--- config.mk ---
export PLATFORM = sky130hd
export DESIGN_NAME = ahb_mtx_in_stg
export DESIGN_NICKNAME = d
export VERILOG_FILES = /design/src/rtl/ahb_mtx_in_stg.sv
export SDC_FILE = /design/constraint.sdc
export NUM_CORES = 1
export LEC_CHECK = 0
export CAP_MARGIN = 20
export CORE_ASPECT_RATIO = 0.6
export CORE_UTILIZATION = 41
export DETAILED_ROUTE_END_ITERATION = 10
export PLACE_DENSITY = 0.88
export SYNTH_ARGS = -nofsm -noshare
export SYNTH_HDL_FRONTEND = slang
export SYNTH_SLANG_ARGS = --single-unit
--- constraint.sdc ---
create_clock -name HCLK -period 2.5 [get_ports HCLK]
set_input_delay 0.5 -clock HCLK [delete_from_list [all_inputs] [get_ports HCLK]]
set_output_delay 0.5 -clock HCLK [all_outputs]
set_load 0.005 [all_outputs]
--- src/rtl/ahb_mtx_in_stg.sv ---
// AHB matrix input stage: presents a master's transfer to the output stages
// with zero latency when granted, and parks it in a holding register (stalling
// the master) when the addressed output stage has not yet accepted it.
module ahb_mtx_in_stg (
  input  logic        HCLK,
  input  logic        HRESETn,
  // master port
  input  logic        HSELS,
  input  logic [31:0] HADDRS,
  input  logic [31:0] HAUSERS,
  input  logic [1:0]  HTRANSS,
  input  logic        HWRITES,
  input  logic [2:0]  HSIZES,
  input  logic [2:0]  HBURSTS,
  input  logic [3:0]  HPROTS,
  input  logic [3:0]  HMASTERS,
  input  logic        HMASTLOCKS,
  input  logic [31:0] HWDATAS,
  input  logic [31:0] HWUSERS,
  input  logic        HREADYS,
  // towards output stages
  output logic        sel_ip,
  output logic [31:0] addr_ip,
  output logic [31:0] auser_ip,
  output logic [1:0]  trans_ip,
  output logic        write_ip,
  output logic [2:0]  size_ip,
  output logic [2:0]  burst_ip,
  output logic [3:0]  prot_ip,
  output logic [3:0]  master_ip,
  output logic        mastlock_ip,
  output logic [31:0] wdata_ip,
  output logic [31:0] wuser_ip,
  output logic        held_tran_ip,
  // from output stage / slave path
  input  logic        active_ip,
  input  logic        readymux_ip,
  input  logic        readyout_ip,
  input  logic        resp_ip,
  // back to master
  output logic        HREADYOUTS,
  output logic        HRESPS
);

  typedef struct packed {
    logic        sel;
    logic [31:0] addr;
    logic [31:0] auser;
    logic [1:0]  trans;
    logic        write;
    logic [2:0]  size;
    logic [2:0]  burst;
    logic [3:0]  prot;
    logic [3:0]  master;
    logic        lock;
  } req_t;

  typedef enum logic {IDLE_PASS = 1'b0, HOLD = 1'b1} state_t;

  state_t state_q, state_d;
  req_t   live_s, hold_q, hold_d, pres;
  logic   dphase_q, dphase_d;
  logic   live_req, accept, pend, req_any;

  assign pend     = (state_q == HOLD);
  assign live_req = HSELS & HTRANSS[1] & HREADYS;
  assign accept   = active_ip & readymux_ip;
  assign req_any  = pend | live_req;

  // Bundle the live master address/control into one request word
  always_comb begin
    live_s        = '0;
    live_s.sel    = HSELS;
    live_s.addr   = HADDRS;
    live_s.auser  = HAUSERS;
    live_s.trans  = HTRANSS;
    live_s.write  = HWRITES;
    live_s.size   = HSIZES;
    live_s.burst  = HBURSTS;
    live_s.prot   = HPROTS;
    live_s.master = HMASTERS;
    live_s.lock   = HMASTLOCKS;
  end

  // Next-state: park an unaccepted live request, release on accept
  always_comb begin
    state_d = state_q;
    hold_d  = hold_q;
    case (state_q)
      IDLE_PASS: begin
        if (live_req && !accept) begin
          state_d = HOLD;
          hold_d  = live_s;
        end
      end
      HOLD: begin
        if (accept) state_d = IDLE_PASS;
      end
      default: state_d = IDLE_PASS;
    endcase
  end

  // State register; reset discards any parked transfer immediately
  always_ff @(posedge HCLK or negedge HRESETn) begin
    if (!HRESETn) state_q <= IDLE_PASS;
    else          state_q <= state_d;
  end

  // Holding register for the parked request
  always_ff @(posedge HCLK or negedge HRESETn) begin
    if (!HRESETn) hold_q <= '0;
    else          hold_q <= hold_d;
  end

  // Select the presented request. A parked transfer is re-issued as a fresh
  // NONSEQ, so a fixed-length burst can no longer promise its beat count and
  // is downgraded to INCR.
  always_comb begin
    pres = live_s;
    if (pend) begin
      pres       = hold_q;
      pres.trans = 2'b10;
      if (hold_q.burst[2:1] != 2'b00) pres.burst = 3'b001;
    end
  end

  assign sel_ip       = pres.sel;
  assign addr_ip      = pres.addr;
  assign auser_ip     = pres.auser;
  assign trans_ip     = pres.trans;
  assign write_ip     = pres.write;
  assign size_ip      = pres.size;
  assign burst_ip     = pres.burst;
  assign prot_ip      = pres.prot;
  assign master_ip    = pres.master;
  assign mastlock_ip  = pres.lock;
  assign wdata_ip     = HWDATAS;
  assign wuser_ip     = HWUSERS;
  assign held_tran_ip = req_any;

  // Data-phase tracking: set when a request is accepted, cleared once the
  // slave completes and no new request takes its place
  always_comb begin
    dphase_d = dphase_q;
    if (req_any && accept)              dphase_d = 1'b1;
    else if (!dphase_q || readyout_ip)  dphase_d = 1'b0;
  end

  // Data-phase flag register
  always_ff @(posedge HCLK or negedge HRESETn) begin
    if (!HRESETn) dphase_q <= 1'b0;
    else          dphase_q <= dphase_d;
  end

  // Master-side response: stall while parked, mirror the slave in data phase
  assign HREADYOUTS = pend ? 1'b0 : (dphase_q ? readyout_ip : 1'b1);
  assign HRESPS     = dphase_q & ~pend & resp_ip;

endmodule
# Yosys cells after proc, flatten, opt, wreduce, memory -nomap -nowiden
# Index checks and enable logic that the tools add are counted.
# W data, S select, Z words.
# op_classes
n_reduce_logical,8
muxes,9
bitwise_logic,7
# ops
cell,count
$mux W83,1
$mux W1,6
$and A1 B1 Y1,5
$reduce_bool A2 Y1,2
$mux W3,1
$logic_and A1 B1 Y1,2
$logic_not A1 Y1,2
$pmux W1 S2,1
$reduce_and A2 Y1,1
$logic_or A1 B1 Y1,1
$not A1 Y1,1
$or A1 B1 Y1,1
# totals
register_bits,83
wordCells,35
output_inout_bits,150

# Logic depth before layout (Yosys ltp)
# Gate-level depths: netlist of the first run.
# logic_depth
ltp_word,5
mapped_depth,5

# Worst setup path after synthesis of the first run
# OpenSTA, ideal clock, no wires.
# synth_timing
path_type,register to output
start,register state_q (netlist: pend)
end,output addr_ip[10]
t_arrival_ps,1232
slack_ps,768
path_buffers,3
stages_incl_launch_ff,5
required_ps,2000
cell_sequence,dfrtp_1 -> buf_2 -> buf_2 -> buf_2 -> mux2_2
# synth_between
elab_chain_cells,1
# synth_rtl
item,line_no,rtl
from (decl),60,"state_t state_q, state_d;"
from (signal assigned),106,else state_q <= state_d;
$mux W83,120,if (pend) begin
to (decl),23,"output logic [31:0] addr_ip,"
# No other way between the ends.

# Worst setup path in the final report of the first run
# layout_timing
start,register state_q (netlist: pend)
end,output addr_ip[13]
# The elaborated chain is that of the path after synthesis.

==> results of run 1 <==
==> cells in the final DEF, fill, tap and decap left out, types with 2 or more instances in the layout <==
master,instances
a21oi_1,3
clkdlybuf4s50_1,170
mux2_4,80
mux2_2,78
dlymetal6s2s_1,4
clkbuf_1,2
bufinv_16,2
inv_1,2
buf_4,3
nor2b_1,3
buf_12,3
clkbuf_16,9
dfrtp_1,82
nor2_1,2
==> layer usage <==
| layer | wire length (um) | track usage [%] | vias to the layer above |
|---|---|---|---|
| met1 | 4670 | 22.4 | 1436 |
| met4 | 105 | 3.71 | 0 |
| met3 | 1090 | 8.45 | 11 |
| met5 | 0 | 0 | - |
| li1 | - | - | 1348 |
| met2 | 4780 | 26.9 | 149 |
==> final cells by class <==
type	instances	area, um^2
repair buffers	181	1860
clock inverters	4	76.3
clock buffers	11	233
multi-input cells	174	2200
flip-flops and latches	83	2080
well taps	160	200
fillers	897	4790
inverters	2	7.51
==> worst min path at each step <==
stage | end | slack, ns | depth (start not counted)
after global placement | hold_q[82] | 0.46 | 1
after floorplan | dphase_q | 0.20 | 0
after CTS | hold_q[13] | 0.14 | 1
after global routing | hold_q[12] | 0.16 | 1
after detailed placement | hold_q[82] | 0.46 | 1
final | hold_q[12] | 0.14 | 1
==> power groups by stage <==
stage	Clock [mW]	Sequential (mW)	Combinational (mW)
3_3_place_gp	0	1.78	1.40
6_report	1.37	1.79	1.42
2_1_floorplan	0	1.74	0.857
5_1_grt	1.49	1.82	1.52
3_5_place_dp	0	1.80	1.43
4_1_cts	1.42	1.79	1.44
==> metrics by stage <==
stage / setup TNS [ns] / hold slack, ns / total power [mW] / utilization, % / worst slack [ns]
floorplan: 0 / 0.204 / 2.60 / - / 0.768
global placement: 0 / 0.461 / 3.18 / 55.2 / 0.196
detailed placement: 0 / 0.459 / 3.23 / 55.2 / 0.157
CTS: 0 / 0.142 / 4.64 / 57.9 / 0.0290
global route: -0.00646 / 0.156 / 4.83 / 58.1 / -0.00492
finish: 0 / 0.139 / 4.58 / 58.1 / 0.0544
==> cell families (layout without fill, tap and decap cells) <==
| logic type | after synthesis | after routing |
|---|---|---|
| muxes | 158 | 158 |
| AOI/OAI and AO/OA | 6 | 6 |
| buffers and inverters | 84 | 198 |
| DFF | 83 | 83 |
| and+or+nand+nor | 10 | 10 |
==> registers in the layout, summed over array words and instances (netlist names) <==
register	flops
hold_q	81
dphase_q	1
pend	1
==> worst reg2reg max path, cell delays in order, from the launching register on <==
cell	delay, ns
dfrtp_4	0.50
buf_16	0.24
a21oi_4	0.20
nand4_4	0.15
buf_12	0.24
mux2_4	0.39
==> flow_results.org, run 1 <==
** Synthesis
- Biggest area consumer among synthesized cells :: dfrtp_1
- Count of yosys warnings during synthesis :: 0
- Post-synth design cell area :: 4900 um^2
- After technology mapping, the gate count stands at approximately 340.
- Most area-consuming cells after synthesis :: dfrtp_1 (42%), mux2_4 (24%), mux2_2 (18%), buf_4 (9.8%), buf_6 (1.8%)
- Net count after synthesis :: 495
- Counting flops with a built-in enable in the synthesized netlist gives 0.
- The most used flip-flop cell after synthesis is dfrtp_1.
- Register area share after synthesis :: between 40% and 50%
- Most used standard cells in the synthesized netlist :: dfrtp_1 (83), mux2_2 (79), mux2_4 (79)
- Number of storage elements in the synthesis netlist :: 83
- Adder-cell share of the synthesized area :: 0%
- Counting flops with an async set or reset pin after synthesis yields a share of 100%.
- Main combinational cell family by area after synthesis :: multiplexers
- After Yosys synthesis, and, or, nand and nor cells account for between 1 and 1.5% of the synthesized area.
- Synth top area share :: about 42%
- Multiplexer share of the synthesized area :: between 40% and 50%
- After synthesis, the mean cell area works out to around 14 um^2.
- Summing the areas of all compound-gate instances in the mapped netlist gives less than 1% of the synthesized area.
- Most common cell in the synthesized netlist :: dfrtp_1
- Of the total synthesized cell area, the portion taken by XOR and XNOR cells is 0%.
- Number of different library cells in the post-synthesis netlist :: 18

** Setup path
- The cell family contributing the most delay on the critical path is buffers and inverters.
- Counting buffers and inverters, the worst setup path is 3 cells deep.
- Worst Setup Start Kind :: flop
- Type of destination of the critical path :: primary output
- STA puts the critical path data required time at approximately 2.0 ns.
- Largest fanout on the critical path :: 69
- For flop-to-flop paths, the worst setup slack is around 0.67 ns.
- Worst Path Buf+Inv :: 2
- The critical path starts at pend.
- The endpoint identified for the worst register-to-register timing path is hold_q[0].
- Critical Path AT :: ~2.0 ns
- End of the critical path :: addr_ip[13]
- Startpoint of the worst-slack reg-to-reg timing path :: pend
- Critical path, cell by cell :: buf_16 -> mux2_2 -> clkdlybuf4s50_1
- Max incr delay on CP :: approximately 0.45 ns
- Count of cells along the worst register-to-register path :: 5
- The setup path with the least slack is of type reg -> out.
- On the critical path, the stage with the largest delay is an instance of clkdlybuf4s50_1.

** Cells and area
- After the last flow step, the layout net total stands at just over 600.
- Post-Layout Inst Area :: between 6000 and 7000 um^2
- Compared with the post-synthesis result, the final layout area differs by 35.9%.
- Diode count :: 0
- Share of layout cells above drive strength 1 :: about two fifths
- Count of non-filler cells in the finished layout :: ~620

** Clock network
- Clock Root Buffer :: clkbuf_16
- In this run the number of H-tree levels came out at 3.
- Total number of clock tree sinks :: 83
- The longest clock path from root to sink contains 2 buffers.
- The later pin in the worst-skew pair is clocked with a latency of 0.32 ns.
- Clock tree from TritonCTS :: done
- Clk pin slew, worst setup/hold paths :: about 0.06 ns
- Post-CTS Resized :: 0
- The number of hold buffers added after CTS was 0.
- Postcts setup bufs :: 0
- Counting the buffers created by CTS gives 9.

** Drt
- DRC errors left :: 0
- DRT Pass-1 Iters :: 3
- After detailed routing, the total wire length is 10700 um.
- The routed layout has slightly below 3000 vias.
- Vias per cell :: ~4.8
- Initial DRC Count :: 65
- The count of nets left with antenna violations once routing finished came out at 0.
- After detailed routing, the average wire length per cell comes to 17.3 um.

** Die
- During I/O placement, the number of pins put on the boundary was between 300 and 400.
- Area of the placeable core :: approximately 11000 um^2
- DIE AREA :: around 12000 um^2
- For this configuration, the core starts out at a cell density of a little over two fifths.
- Number of cell rows :: 30
- Horizontal extent of the die :: about 140 um
- The die is 86.7 um tall.

** Placed design
- Post-placement cell area :: 6320 um^2
- Detailed-placement wirelength estimate :: between 7000 and 8000 um
- Once placement completed, the tool counted placed cells totaling 600.
- In this run the tool buffered the top-level ports with between 150 and 200 buffer cells.
- RD Place Congestion :: approximately 0.70

** Flow run
- Max-cap violations in this run came to 0.

** STA
- Final Max Tran Viols :: 0
- RSZ-0062 raised after global routing :: true
- Ratio of final minimum period to clock period :: a little over nine tenths
- Timing would allow up to just over 0.4 GHz.
- The worst path needs about 2.4 ns of the cycle, external delays included.
- Total count of hold-check failures in the final report :: 0
- Setup-violating endpoint count in the final report :: 0
- Headroom to the max-slew limit :: approximately 67%
- Clock skew :: 0.00369 ns
- Tightest Pin Transition :: 0.495 ns

** GRT
- Initial antenna violation count :: 0
- Via count of the first global-routing pass :: ~3200
- Overflow left after global routing :: 0
- Global-route total usage across every layer :: between 10% and 20%
- Wire length of the first global-routing pass :: between 15000 and 20000 um
- Largest net degree at the start of global routing :: 70

** Status
- The run finished with clean final reports.

** Pwr
- Net switching power figure :: roughly 1.1 mW
- Summed over all cells, the static leakage comes to 2.99 nW.
- Across the VDD grid, the largest voltage drop is roughly 0.29 mV.
- The internal power of the cells totals ~3.5 mW.
- Of the total power, combinational logic draws around 31%.
- Per report_power, the clock group accounts for a little under a third of the total.
- Dividing total power by cell area gives a power density of around 690 nW/um^2.
- Net switching is a little under a quarter of the power.
- Fraction of power consumed by sequential logic :: about two fifths

** Worst hold path
- The tightest min-delay check is of the in -> async type.
No activity file was read; power rests on OpenSTA's default activity.
==> inputs of run 2 (changes only) <==
--- a/config.mk
+++ b/config.mk
@@ -7,9 +7,9 @@
 export LEC_CHECK = 0
 export CAP_MARGIN = 20
 export CORE_ASPECT_RATIO = 0.6
-export CORE_UTILIZATION = 41
+export CORE_UTILIZATION = 35
 export DETAILED_ROUTE_END_ITERATION = 10
-export PLACE_DENSITY = 0.88
+export PLACE_DENSITY = 0.77
 export SYNTH_ARGS = -nofsm -noshare
 export SYNTH_HDL_FRONTEND = slang
 export SYNTH_SLANG_ARGS = --single-unit
==> run 2 against run 1 <==
Register-to-register slack about the same. Critical endpoint unchanged. Core utilization down 9.0 points. Cell area up 0.85%. Die area up 17%. Critical path type unchanged. Non-clock buffer count unchanged. Wire length up 3.3%. First-iteration DRC count up 20%. Setup slack better by 0.055 ns. Clock skew up 0.0018 ns. Power about the same. Clock power about the same. Worst hold slack better by 0.0048 ns.
==> flow_results.org, run 2 (synthesized netlist as in run 1, its figures left out) <==
** Setup path
- Startpoint of the worst-slack reg-to-reg timing path :: pend
- The critical path data arrival time is 1.89 ns (-0.06 ns).
- CP Data Required Time :: 2.00 ns (about the same)
- Crit Path Class :: reg -> out
- The highest net fanout along the worst path was 34 (-51%).
- Worst Setup Start Kind :: flop
- Crit. Startpoint :: pend
- The worst setup path is captured at a primary output.

** Cells and area
- The library cells used most frequently in the layout, excluding fill and tap cells, are clkdlybuf4s50_1 (174), dfrtp_1 (82), mux2_4 (80).
- Layout-stage area growth over the synthesis result :: 37.0%
- The post-layout instance area is 6710 um^2 (+0.85%).
- Most common cell after layout, fill and taps aside :: clkdlybuf4s50_1
- Largest register FFs :: 81 (unchanged)
- Final core area utilization :: 49.1% (-9.0 points)
- Largest register by flop count :: hold_q
- The fill cell total of the finished layout is 1165 (+30%).
- Net count, final :: 605 (unchanged)
- Diode count :: 0 (unchanged)
- The ratio of cells with drive above 1 in the final layout is 40.6% (+0.57 points).
- The total area of multi-input combinational cells was 2200 um^2 (unchanged).
- The total area of sequential cells came to 2080 um^2 (unchanged).
- Count of non-filler cells in the finished layout :: 648 (+5.4%)

** Drt
- The average vias per placed instance came to 4.60 (-3.9%).
- Average wire per standard cell :: 17.0 um (-1.9%)
- Remaining antenna violation count after routing :: 0 (unchanged)
- Met1 wire length :: 5080 um (+8.8%)
- The number of optimization iterations in the first detailed-route pass came to 5 (+2).
- The number of design rule violations left after detail routing came to 0 (unchanged).
- The routed length on met2 is 4700 um (-1.8%).
- Detailed-route wire length :: 11000 um (+3.3%)
- Initial DRC Count :: 78 (+20%)
- The via count of the routed design was 2981 (+1.3%).
- Routed length on met3 :: 1070 um (-2.3%)
- Highest signal layer in the routed design :: met4

** GRT
- The global-route wire length before repair was 17000 um (+3.8%).
- Global-route total usage across every layer :: 15.3% (-2.2 points)
- Largest net degree at the start of global routing :: 69 (-1.4%)
- Via count of the first global-routing pass :: 3284 (+2.1%)
- Overflow left after global routing :: 0 (unchanged)
- The initial antenna violation count is 0 (unchanged).

** STA
- RSZ-0062 raised after global routing :: false
- Setup-violating endpoint count in the final report :: 0 (unchanged)
- Timing-limited maximum frequency :: 0.418 GHz (+2.3%)
- The worst setup margin is 0.109 ns (+0.0548 ns).
- Headroom to the max-slew limit :: 63.5% (-3.5 points)
- The largest clock skew in the final design was 0.00547 ns (+0.00179 ns).
- Final Max Tran Viols :: 0 (unchanged)
- The final clock period utilization by the worst path is 95.6% (-2.2 points).
- Final-layout worst hold slack :: 0.144 ns (+0.00478 ns)
- The time the final worst path needs with I/O delays and setup was 2.39 ns (-0.0548 ns).
- Tightest Pin Transition :: 0.548 ns (+0.0527 ns)
- Setup TNS after final layout :: 0 ns (unchanged)
- Total count of hold-check failures in the final report :: 0 (unchanged)

** Placed design
- The weighted congestion at the end of routability-driven global placement is 0.754 (+7.3%).
- Port-buffer cells :: 175 (unchanged)
- Detailed-placement wirelength estimate :: 7480 um (-2.7%)
- The minimum setup slack after placement is 0.109 ns (-0.0481 ns).
- The number of placed instances, taps included came to 631 (+5.2%).
- The cell area after placement was 6360 um^2 (+0.51%).

** Die
- The I/O pin total came to 304 (unchanged).
- Number of cell rows :: 33 (+10%)
- Horizontal extent of the die :: 155 um (+8.1%)
- The height of the die is 93.6 um (+8.0%).
- The die outline area is 14500 um^2 (+17%).
- The standard cell core area is 13700 um^2 (+19%).
- The initial core utilization came to 35.8% (-6.9 points).

** Clock network
- Skew-Pair Late Insertion Delay :: 0.33 ns (about the same)
- The maximum buffer depth of the clock tree is 2 (unchanged).
- The number of sinks driven by the clock tree was 83 (unchanged).
- Clk pin slew, worst setup/hold paths :: 0.06 ns (about the same)
- The root buffer cell chosen for the clock tree is clkbuf_16.
- Num CTS Buffers :: 9 (unchanged)
- The number of setup buffers added after CTS was 0 (unchanged).
- Deepest level of the CTS H-tree :: 3 (unchanged)
- Hold buffer count at cts :: 0 (unchanged)
- TritonCTS built the clock tree.

** Pwr
- Pwr Density :: 683 nW/um^2 (-0.78%)
- The sum of internal, switching and leakage power came to 4.59 mW (about the same).
- The maximum vdd drop is 0.387 mV (+35%).
- The static power due to leakage came to 2.97 nW (-0.71%).

** Status
- The flow ran to the end, and the final reports show no timing, DRC or antenna violations.

** Worst hold path
- The worst hold path belongs to the class in -> async.

** Flow run
- The max-cap violation count was 0 (unchanged).
run 2: cell count changes in the layout (fill, tap and decap cells not counted), sizes merged:
| cell | before | now |
|---|---|---|
| buf | 7 | 6 |
| bufinv | 2 | 1 |
| clkbuf | 11 | 12 |
| clkdlybuf4s50 | 170 | 174 |
| clkinv | 1 | 4 |
| clkinvlp | 1 | 0 |
| dlymetal6s2s | 4 | 0 |
run 2: power breakdown:
group	leakage (nW)	switching (mW)	internal [mW]
Sequential	0.985	0.157	1.63
Combinational	1.83	0.408	1.03
Clock	0.156	0.535	0.832
run 2: timing repair:
item | 4_1_cts | 5_1_grt
endpoints found under the setup margin | 7 | 58
gates resized for setup | 2 | 1
gates cloned | 0 | 1
run 2: worst max-delay path, stage by stage (launching register included):
cell and delay (ns):
dfrtp_4 0.47, clkbuf_16 0.26, mux2_2 0.37, clkdlybuf4s50_1 0.45
run 2: layer usage:
layer	GRT usage, %	vias up
met5	0	-
met2	21.9	171
met1	20.1	1443
met4	5.03	0
li1	-	1347
met3	7.28	20
run 2: path summary, 6_finish.rpt:
check | slack, ns | cells past startpoint | endpoint
hold reg to reg | 0.48 | 1 | hold_q[82]
hold / removal | 0.14 | 1 | hold_q[27]
setup reg to reg | 0.66 | 5 | hold_q[73]
min in group HCLK | 0.48 | 1 | hold_q[82]
setup / recovery | 0.11 | 3 | addr_ip[13]
max in group asynchronous | 1.70 | 2 | pend
run 2: area by class of cell:
cell class / count / area share, %
tap: 192 / 3.58
inverter: 2 / 0.112
clock buffer: 11 / 3.77
clock inverter: 5 / 0.913
sequential: 83 / 31.0
multi-input combinational: 174 / 32.7
timing repair buffer: 181 / 27.9
==> inputs of run 3 (changes only) <==
--- a/config.mk
+++ b/config.mk
@@ -9,6 +9,7 @@
 export CORE_ASPECT_RATIO = 0.6
 export CORE_UTILIZATION = 35
 export DETAILED_ROUTE_END_ITERATION = 10
+export GPL_ROUTABILITY_DRIVEN = 0
 export PLACE_DENSITY = 0.77
 export SYNTH_ARGS = -nofsm -noshare
 export SYNTH_HDL_FRONTEND = slang
==> results of run 3 <==
Same layout as run 2: the final DEF is identical, and so are final timing and power.
